File: src/rtl/riscv_pkg.sv
// riscv_pkg: types and constants shared across the core pipeline.
// Fetch FSM states, IF/ID bundle, NOP word and base opcodes.
package riscv_pkg;

  localparam int unsigned XLEN = 32;

  localparam logic [31:0] NOP_INSTR = 32'h0000_0013;

  localparam logic [6:0] OPC_LOAD     = 7'b000_0011;
  localparam logic [6:0] OPC_MISC_MEM = 7'b000_1111;
  localparam logic [6:0] OPC_OP_IMM   = 7'b001_0011;
  localparam logic [6:0] OPC_AUIPC    = 7'b001_0111;
  localparam logic [6:0] OPC_STORE    = 7'b010_0011;
  localparam logic [6:0] OPC_OP       = 7'b011_0011;
  localparam logic [6:0] OPC_LUI      = 7'b011_0111;
  localparam logic [6:0] OPC_BRANCH   = 7'b110_0011;
  localparam logic [6:0] OPC_JALR     = 7'b110_0111;
  localparam logic [6:0] OPC_JAL      = 7'b110_1111;
  localparam logic [6:0] OPC_SYSTEM   = 7'b111_0011;

  typedef enum logic [2:0] {
    FS_BOOT,
    FS_REQ,
    FS_WAIT,
    FS_DROP,
    FS_HOLD
  } fetch_state_e;

  typedef struct packed {
    logic            valid;
    logic [31:0]     instr;
    logic [XLEN-1:0] pc;
  } if_id_t;

  function automatic logic [XLEN-1:0] pc_plus4(
    input logic [XLEN-1:0] pc
  );
    return pc + XLEN'(4);
  endfunction

endpackage

File: src/rtl/fetch_skid_buf.sv
// fetch_skid_buf: one-entry {valid, instr, pc} holding buffer.
// Ports: i_clk, i_rst_n, i_load/i_drain/i_clear, i_instr/i_pc in, o_valid/o_instr/o_pc out.
module fetch_skid_buf
  import riscv_pkg::*;
(
  input  logic            i_clk,
  input  logic            i_rst_n,
  input  logic            i_load,
  input  logic            i_drain,
  input  logic            i_clear,
  input  logic [31:0]     i_instr,
  input  logic [XLEN-1:0] i_pc,
  output logic            o_valid,
  output logic [31:0]     o_instr,
  output logic [XLEN-1:0] o_pc
);

  if_id_t r_entry;

  always_ff @(posedge i_clk or negedge i_rst_n) begin
    if (!i_rst_n) begin
      r_entry <= '{valid: 1'b0, instr: NOP_INSTR, pc: '0};
    end else if (i_clear) begin
      r_entry.valid <= 1'b0;
    end else if (i_load) begin
      r_entry <= '{valid: 1'b1, instr: i_instr, pc: i_pc};
    end else if (i_drain) begin
      r_entry.valid <= 1'b0;
    end
  end

  assign o_valid = r_entry.valid;
  assign o_instr = r_entry.instr;
  assign o_pc    = r_entry.pc;

endmodule

File: src/rtl/instr_fetch_unit.sv
// instr_fetch_unit: PC, imem req/gnt/rvalid fetch FSM, IF/ID register.
// Ports: clk_i, rst_ni, imem_* (fetch bus), redirect_*, stall_i, if_id_* (to decode).
module instr_fetch_unit
  import riscv_pkg::*;
#(
  parameter logic [XLEN-1:0] RESET_PC = '0
) (
  input  logic            clk_i,
  input  logic            rst_ni,
  output logic            imem_req_o,
  output logic [XLEN-1:0] imem_addr_o,
  input  logic            imem_gnt_i,
  input  logic            imem_rvalid_i,
  input  logic [31:0]     imem_rdata_i,
  input  logic            redirect_i,
  input  logic [XLEN-1:0] redirect_pc_i,
  input  logic            stall_i,
  output logic            if_id_valid_o,
  output logic [31:0]     if_id_instr_o,
  output logic [XLEN-1:0] if_id_pc_o,
  output logic [XLEN-1:0] if_id_pc4_o
);

  fetch_state_e    r_state;
  logic [XLEN-1:0] r_pc;
  if_id_t          r_if_id;

  logic            w_skid_valid;
  logic [31:0]     w_skid_instr;
  logic [XLEN-1:0] w_skid_pc;

  logic            w_hold;
  logic            w_deliver;
  logic            w_skid_load;
  logic            w_skid_drain;
  logic [XLEN-1:0] w_target;
  logic            w_unused_lo;

  // EX owns alignment; low target bits are dropped.
  assign w_target    = {redirect_pc_i[XLEN-1:2], 2'b00};
  assign w_unused_lo = ^redirect_pc_i[1:0];

  // A stall only freezes IF/ID when it holds something.
  assign w_hold       = stall_i & r_if_id.valid;
  assign w_deliver    = (r_state == FS_WAIT) &
                        imem_rvalid_i & ~redirect_i;
  assign w_skid_load  = w_deliver & w_hold;
  assign w_skid_drain = w_skid_valid & ~w_hold & ~redirect_i;

  fetch_skid_buf u_skid (
    .i_clk   (clk_i),
    .i_rst_n (rst_ni),
    .i_load  (w_skid_load),
    .i_drain (w_skid_drain),
    .i_clear (redirect_i),
    .i_instr (imem_rdata_i),
    .i_pc    (r_pc),
    .o_valid (w_skid_valid),
    .o_instr (w_skid_instr),
    .o_pc    (w_skid_pc)
  );

  always_ff @(posedge clk_i or negedge rst_ni) begin
    if (!rst_ni) begin
      r_state <= FS_BOOT;
      r_pc    <= RESET_PC;
    end else begin
      if (redirect_i) begin
        r_pc <= w_target;
      end else if (w_deliver) begin
        r_pc <= pc_plus4(r_pc);
      end
      unique case (r_state)
        FS_BOOT: r_state <= FS_REQ;
        FS_REQ: begin
          // a grant alongside a redirect leaves a stale response in flight
          if (imem_gnt_i) begin
            r_state <= redirect_i ? FS_DROP : FS_WAIT;
          end
        end
        FS_WAIT: begin
          if (redirect_i) begin
            r_state <= imem_rvalid_i ? FS_REQ : FS_DROP;
          end else if (imem_rvalid_i) begin
            r_state <= w_hold ? FS_HOLD : FS_REQ;
          end
        end
        FS_DROP: begin
          if (imem_rvalid_i) begin
            r_state <= FS_REQ;
          end
        end
        FS_HOLD: begin
          // no new request until the skid entry has moved on
          if (redirect_i || w_skid_drain) begin
            r_state <= FS_REQ;
          end
        end
        default: r_state <= FS_BOOT;
      endcase
    end
  end

  always_ff @(posedge clk_i or negedge rst_ni) begin
    if (!rst_ni) begin
      r_if_id <= '{valid: 1'b0, instr: NOP_INSTR, pc: '0};
    end else if (redirect_i) begin
      r_if_id.valid <= 1'b0;
      r_if_id.instr <= NOP_INSTR;
    end else if (w_hold) begin
      r_if_id <= r_if_id;
    end else if (w_skid_valid) begin
      r_if_id <= '{valid: 1'b1, instr: w_skid_instr, pc: w_skid_pc};
    end else if (w_deliver) begin
      r_if_id <= '{valid: 1'b1, instr: imem_rdata_i, pc: r_pc};
    end else begin
      r_if_id.valid <= 1'b0;
      r_if_id.instr <= NOP_INSTR;
    end
  end

  assign imem_req_o    = (r_state == FS_REQ);
  assign imem_addr_o   = r_pc;
  assign if_id_valid_o = r_if_id.valid;
  assign if_id_instr_o = r_if_id.instr;
  assign if_id_pc_o    = r_if_id.pc;
  assign if_id_pc4_o   = pc_plus4(r_if_id.pc);

endmodule

File: config.mk
export PLATFORM = sky130hd
export DESIGN_NAME = instr_fetch_unit
export DESIGN_NICKNAME = d
export VERILOG_FILES = /design/src/rtl/riscv_pkg.sv /design/src/rtl/fetch_skid_buf.sv /design/src/rtl/instr_fetch_unit.sv
export SDC_FILE = /design/constraint.sdc
export NUM_CORES = 1
export LEC_CHECK = 0
export ABC_AREA = 1
export BUFFER_PORTS_ARGS = -buffer_cell sky130_fd_sc_hd__buf_2
export CAP_MARGIN = 10
export CORE_ASPECT_RATIO = 2
export CORE_MARGIN = 4
export CORE_UTILIZATION = 35
export DETAILED_ROUTE_END_ITERATION = 10
export PLACE_DENSITY = 0.65
export SYNTH_ARGS = -nofsm -noshare
export SYNTH_HDL_FRONTEND = slang
export SYNTH_SLANG_ARGS = --single-unit
File: constraint.sdc
create_clock -name clk_i -period 2.05 [get_ports clk_i]
set_input_delay 0.1025 -clock clk_i [delete_from_list [all_inputs] [get_ports clk_i]]
set_output_delay 0.1025 -clock clk_i [all_outputs]
set_load 0.02 [all_outputs]
# == Yosys cells after proc, flatten, opt, wreduce, memory -nomap -nowiden ==
# Cells that the tools add are included.
# op_classes
n_reduce_logical,8
n_mux,19
bitwise,8
n_eq_ne,9
addsub,2
# ops
op,n
2-to-1 mux 65 bit,2
2-to-1 mux 32 bit,3
2-to-1 mux 33 bit,2
adder 32 x 3 -> 32 bit (second input constant),2
2-to-1 mux 3 bit,6
one-hot mux 3 bit (5 select lines),1
bitwise AND 1 bit,6
== test 3 x 2 -> 1 bit (second input constant),2
!= test 2 bit (second input constant),3
2-to-1 mux 1 bit,4
AND reduction 4 bit,1
nonzero test 2 bit,2
== test 3 x 1 -> 1 bit (second input constant),1
== test 3 bit (second input constant),1
zero test 3 bit,1
!= test 3 bit (second input constant),1
AND reduction 3 bit,1
nonzero test 3 bit,1
2-to-1 mux 2 bit,1
!= test 2 x 1 -> 1 bit (second input constant),1
inverter 1 bit,2
AND reduction 2 bit,1
logical OR 1 bit,1
# word_totals
output_inout_bits,130
wordCells,54
in_bits,70
reg_bits,165

# == Longest topological paths before layout ==
# logic_depth
depth_word,7
ltp_mapped,10
depth_no_buf,10

# == Cells and area by module ==
# From an unflattened synthesis, not the netlist that was laid out.
# unflattened
cells_unflattened,1157
area_unflattened_um2,8712.1
# by_module_without_submodules
mod,instances,seq_area_each_um2,cells_each,area_each_um2
instr_fetch_unit,1,2456.1,874,6120.9
fetch_skid_buf,1,1630.3,283,2591.2

# == Worst setup path after synthesis ==
# OpenSTA, ideal clock, no wires.
# synth_path
kind,flip-flop to output port
start,"register r_if_id, in the netlist if_id_pc_o[7]"
end,output if_id_pc4_o[20]
required_ps,1947
arrival_time_ps,1763
slack_ps,185
stages_incl_launch_ff,7
n_path_buf,0
cell_sequence,dfrtp_1 inv_1 nor3_1 nand2_1 nor2_1 nand3_1 xor2_1
# synth_between
elab_chain_len,1
# synth_rtl
item,line_no,rtl
start: declaration,instr_fetch_unit.sv:26,if_id_t r_if_id;
start signal: assignment,instr_fetch_unit.sv:106,"r_if_id <= '{valid: 1'b0, instr: NOP_INSTR, pc: '0};"
start signal: assignment,instr_fetch_unit.sv:111,r_if_id <= r_if_id;
start signal: assignment,instr_fetch_unit.sv:113,"r_if_id <= '{valid: 1'b1, instr: w_skid_instr, pc: w_skid_pc};"
adder 32 x 3 -> 32 bit,riscv_pkg.sv:38,return pc + XLEN'(4);
end: declaration,instr_fetch_unit.sv:21,output logic [XLEN-1:0] if_id_pc4_o
# No other way between the ends.

# == Final worst setup path ==
# layout_path
start,"register r_if_id, in the netlist if_id_pc_o[9]"
end,output if_id_pc4_o[28]
# Same word-level chain as after synthesis.

==> impl_metrics.json <==
{
  "status": "complete, but fails checks",
  "violations": "setup timing",
  "syn_avg_cell_area_um2": 7.51,
  "drt-total-wl_mm": 28.5,
  "yosys_warnings": 0,
  "grt_pass1_vias": 8427,
  "fin_setup_tns_ns": -0.0410,
  "cp.arrival_ns": 1.97,
  "drtIter0Drc": 387,
  "synth-compound-area-share_pct": 14.3,
  "die_y_um": 227,
  "required_ns": 1.95,
  "synthMuxAreaShare_pct": 0,
  "cts_buffers": 17,
  "met1_usage_pct": 21.5,
  "drv_slew": 0,
  "clock_latency_ns": 0.43,
  "track_usage_pct": 21.3,
  "synth-xor-area-share_pct": 3.66,
  "dieArea_um2": 26600,
  "globalRouteMet3Util_pct": 4.69,
  "gp_congestion": 0.939,
  "finalCoreUtilization_pct": 49.7,
  "ys_types": 33,
  "max_slew.worst_pin.slew_ns": 0.728,
  "ys_top_cells_by_count": "nand2_1, dfrtp_1, o21ai_0",
  "wl_per_cell_um": 16.7,
  "netlist_area_um2": 8380,
  "nNetsFinal": 1484,
  "syn-instance-count": 1116,
  "ir_worst_vdd_v": 0.000608,
  "hold_class": "in -> reg",
  "fp.dieW_um": 117,
  "slew_headroom_pct": 51.4,
  "maxCapViolations": 0,
  "rsz0062_at_grt": "yes",
  "post-dp-hpwl_mm": 21.3,
  "synth_top_area_share_pct": 45.7,
  "drive_gt1_share_pct": 26.5,
  "fill_cells": 2316,
  "hold_slack_ns": 0.00791,
  "synth_seq_cells": 159,
  "via_per_inst": 4.92,
  "yosysMostFrequentCell": "nand2_1",
  "rows": 79,
  "firstDrtPassIters": 5,
  "initial_core_util_pct": 35.8,
  "clock_path_buffers": 2,
  "min_period_over_period_pct": 101,
  "place_ws_ns": 0.157,
  "synthToLayoutAreaGrowth_pct": 39.0,
  "hp-start": "redirect_pc_i[6]",
  "crit_fanout": 3,
  "cts_tree": "yes",
  "fin_crit_ns": 2.07,
  "core_area_um2": 23400,
  "path_class": "reg -> out",
  "grt_use_met2_pct": 40.4,
  "p_leak_nw": 5.87,
  "finalHoldViolations": 0,
  "grt_overflow": 0,
  "total_power_mw": 12.7,
  "port_buffers": 191,
  "synth_top_area_cell": "dfrtp_1",
  "antenna_found_initial": 2,
  "drc": 0,
  "cp-startpoint": "if_id_pc_o[9]$_DFFE_PN0P_",
  "r2r-start": "r_state[0]$_DFFE_PN0P_",
  "synthSimpleGateAreaFrac_pct": 26.4,
  "setup_viol": 3,
  "antenna_left": 0,
  "synthArstFlopShare_pct": 100,
  "synth-edff-count": 0,
  "seq_area_frac_synth_pct": 47.6,
  "synth_top_family_by_area": "simple AND/OR/NAND/NOR gates",
  "grt_max_degree": 61,
  "clk_pin_slew_ns": 0.06,
  "cts_sinks": 159,
  "synthAdderAreaFrac_pct": 0.299,
  "ys.flop_type": "dfrtp_1",
  "layout_setup_ws_ns": -0.0197,
  "cp-start-kind": "flip-flop",
  "vias": 8412,
  "end_kind": "output port",
  "htreeDepth": 4,
  "skew_ns": 0.00928,
  "top_usage_layer": "met2",
  "fmax_mhz": 483,
  "synth_area_leaders": "dfrtp_1, nand2_1, o21ai_0",
  "cts_root_buf": "clkbuf_16",
  "ios": 200,
  "cellPowerDensity_nw_per_um2": 1090,
  "grt_pass1_wl_mm": 44.5
}
[per-layer routing]
metal	routed length, um	share of wire, %
met5	0	0
met4	1420	5.0
met3	1390	4.9
met1	10200	36
met2	15600	55
[kinds of logic after synthesis]
family                   count (synthesis)
flip-flops                             159
other                                    1
XOR/XNOR                                35
adder cells (fa/ha/maj)                  2
AO/OA/AOI/OAI                          220
buffers and inverters                  149
AND/OR/NAND/NOR                        550
[metrics by stage]
step / instances / area [um^2]
finish: 1710 / 11600
floorplan: 1121 / 8400
global placement: 1585 / 9840
detailed placement: 1585 / 9840
global route: 1710 / 11600
CTS: 1694 / 11300
[worst max-delay path, cell delays in order (launching register included)]
cell and delay, ns:
dfrtp_1 0.38, nand2_2 0.08, nor3_2 0.20, buf_4 0.19, nand2_4 0.06, nor2_4 0.10
buf_6 0.13, buf_12 0.10, nand2_4 0.04, nand2_2 0.07, nand2_2 0.05, buf_6 0.13
[final timing paths]
check | endpoint | cells past startpoint | slack [ns]
min | imem_addr_o[6]$_DFFE_PN0P_ | 3 | 0.008
max in group asynchronous | if_id_pc_o[27]$_DFFE_PN0P_ | 3 | 1.20
max | if_id_pc4_o[28] | 11 | -0.02
max reg2reg | imem_addr_o[21]$_DFFE_PN0P_ | 8 | 0.22
min reg2reg | u_skid.o_instr[14]$_DFFE_PN0P_ | 2 | 0.46
min in group asynchronous | if_id_instr_o[12]$_DFFE_PN0P_ | 2 | 0.16
[sequential cells by signal, indices dropped and copies added, names as in the netlist]
register,flops
if_id_instr_o,32
if_id_pc_o,30
if_id_valid_o,1
imem_addr_o,30
r_state,3
u_skid.o_instr,32
u_skid.o_pc,30
u_skid.o_valid,1
[cell usage in the layout, fill, tap and decap left out, types with 4 or more instances in the layout]
master         count
a21oi_1           44
buf_12             7
buf_2            176
buf_4             82
buf_6              8
bufinv_16          4
clkbuf_16         17
conb_1             6
dfrtp_1          149
dfrtp_2            4
dfstp_2            6
dlygate4sd3_1     56
inv_1             84
inv_2              7
nand2_1          372
nand2_2            9
nand2_4            4
nand3_1           49
nand4_1            7
nor2_1            67
nor2_2            12
nor2_4             7
nor3_2             8
nor3_4             5
o211ai_1          28
o21ai_0          103
o21ai_1           36
xor2_1            33
[area by class of cell]
class / instances / area [um^2] / share of cell area [%]
Timing Repair Buffer: 329 / 2290 / 19.6
Clock buffer: 19 / 443 / 3.80
Inverter: 92 / 348 / 2.99
Antenna cell: 2 / 5.00 / 0.0430
Sequential cell: 159 / 3990 / 34.3
Multi-Input combinational cell: 813 / 4040 / 34.6
Tap cell: 283 / 354 / 3.04
Clock inverter: 13 / 185 / 1.59
[report_power, final]
group          total [mW]  internal (mW)  switching, mW
logic                4.99           1.87           3.12
registers            4.30           3.73          0.575
clock network        3.38           2.07           1.31
[timing repair]
| action | 4_1_cts | 5_1_grt |
|---|---|---|
| pin swaps | 6 | 24 |
| hold buffers | 56 | 0 |
| endpoints found under the hold margin | 126 | 0 |
| buffers inserted | 21 | 14 |
| gates resized for setup | 36 | 61 |
| setup endpoints to repair | 18 | 18 |
Power figures use the tool's default switching activity.
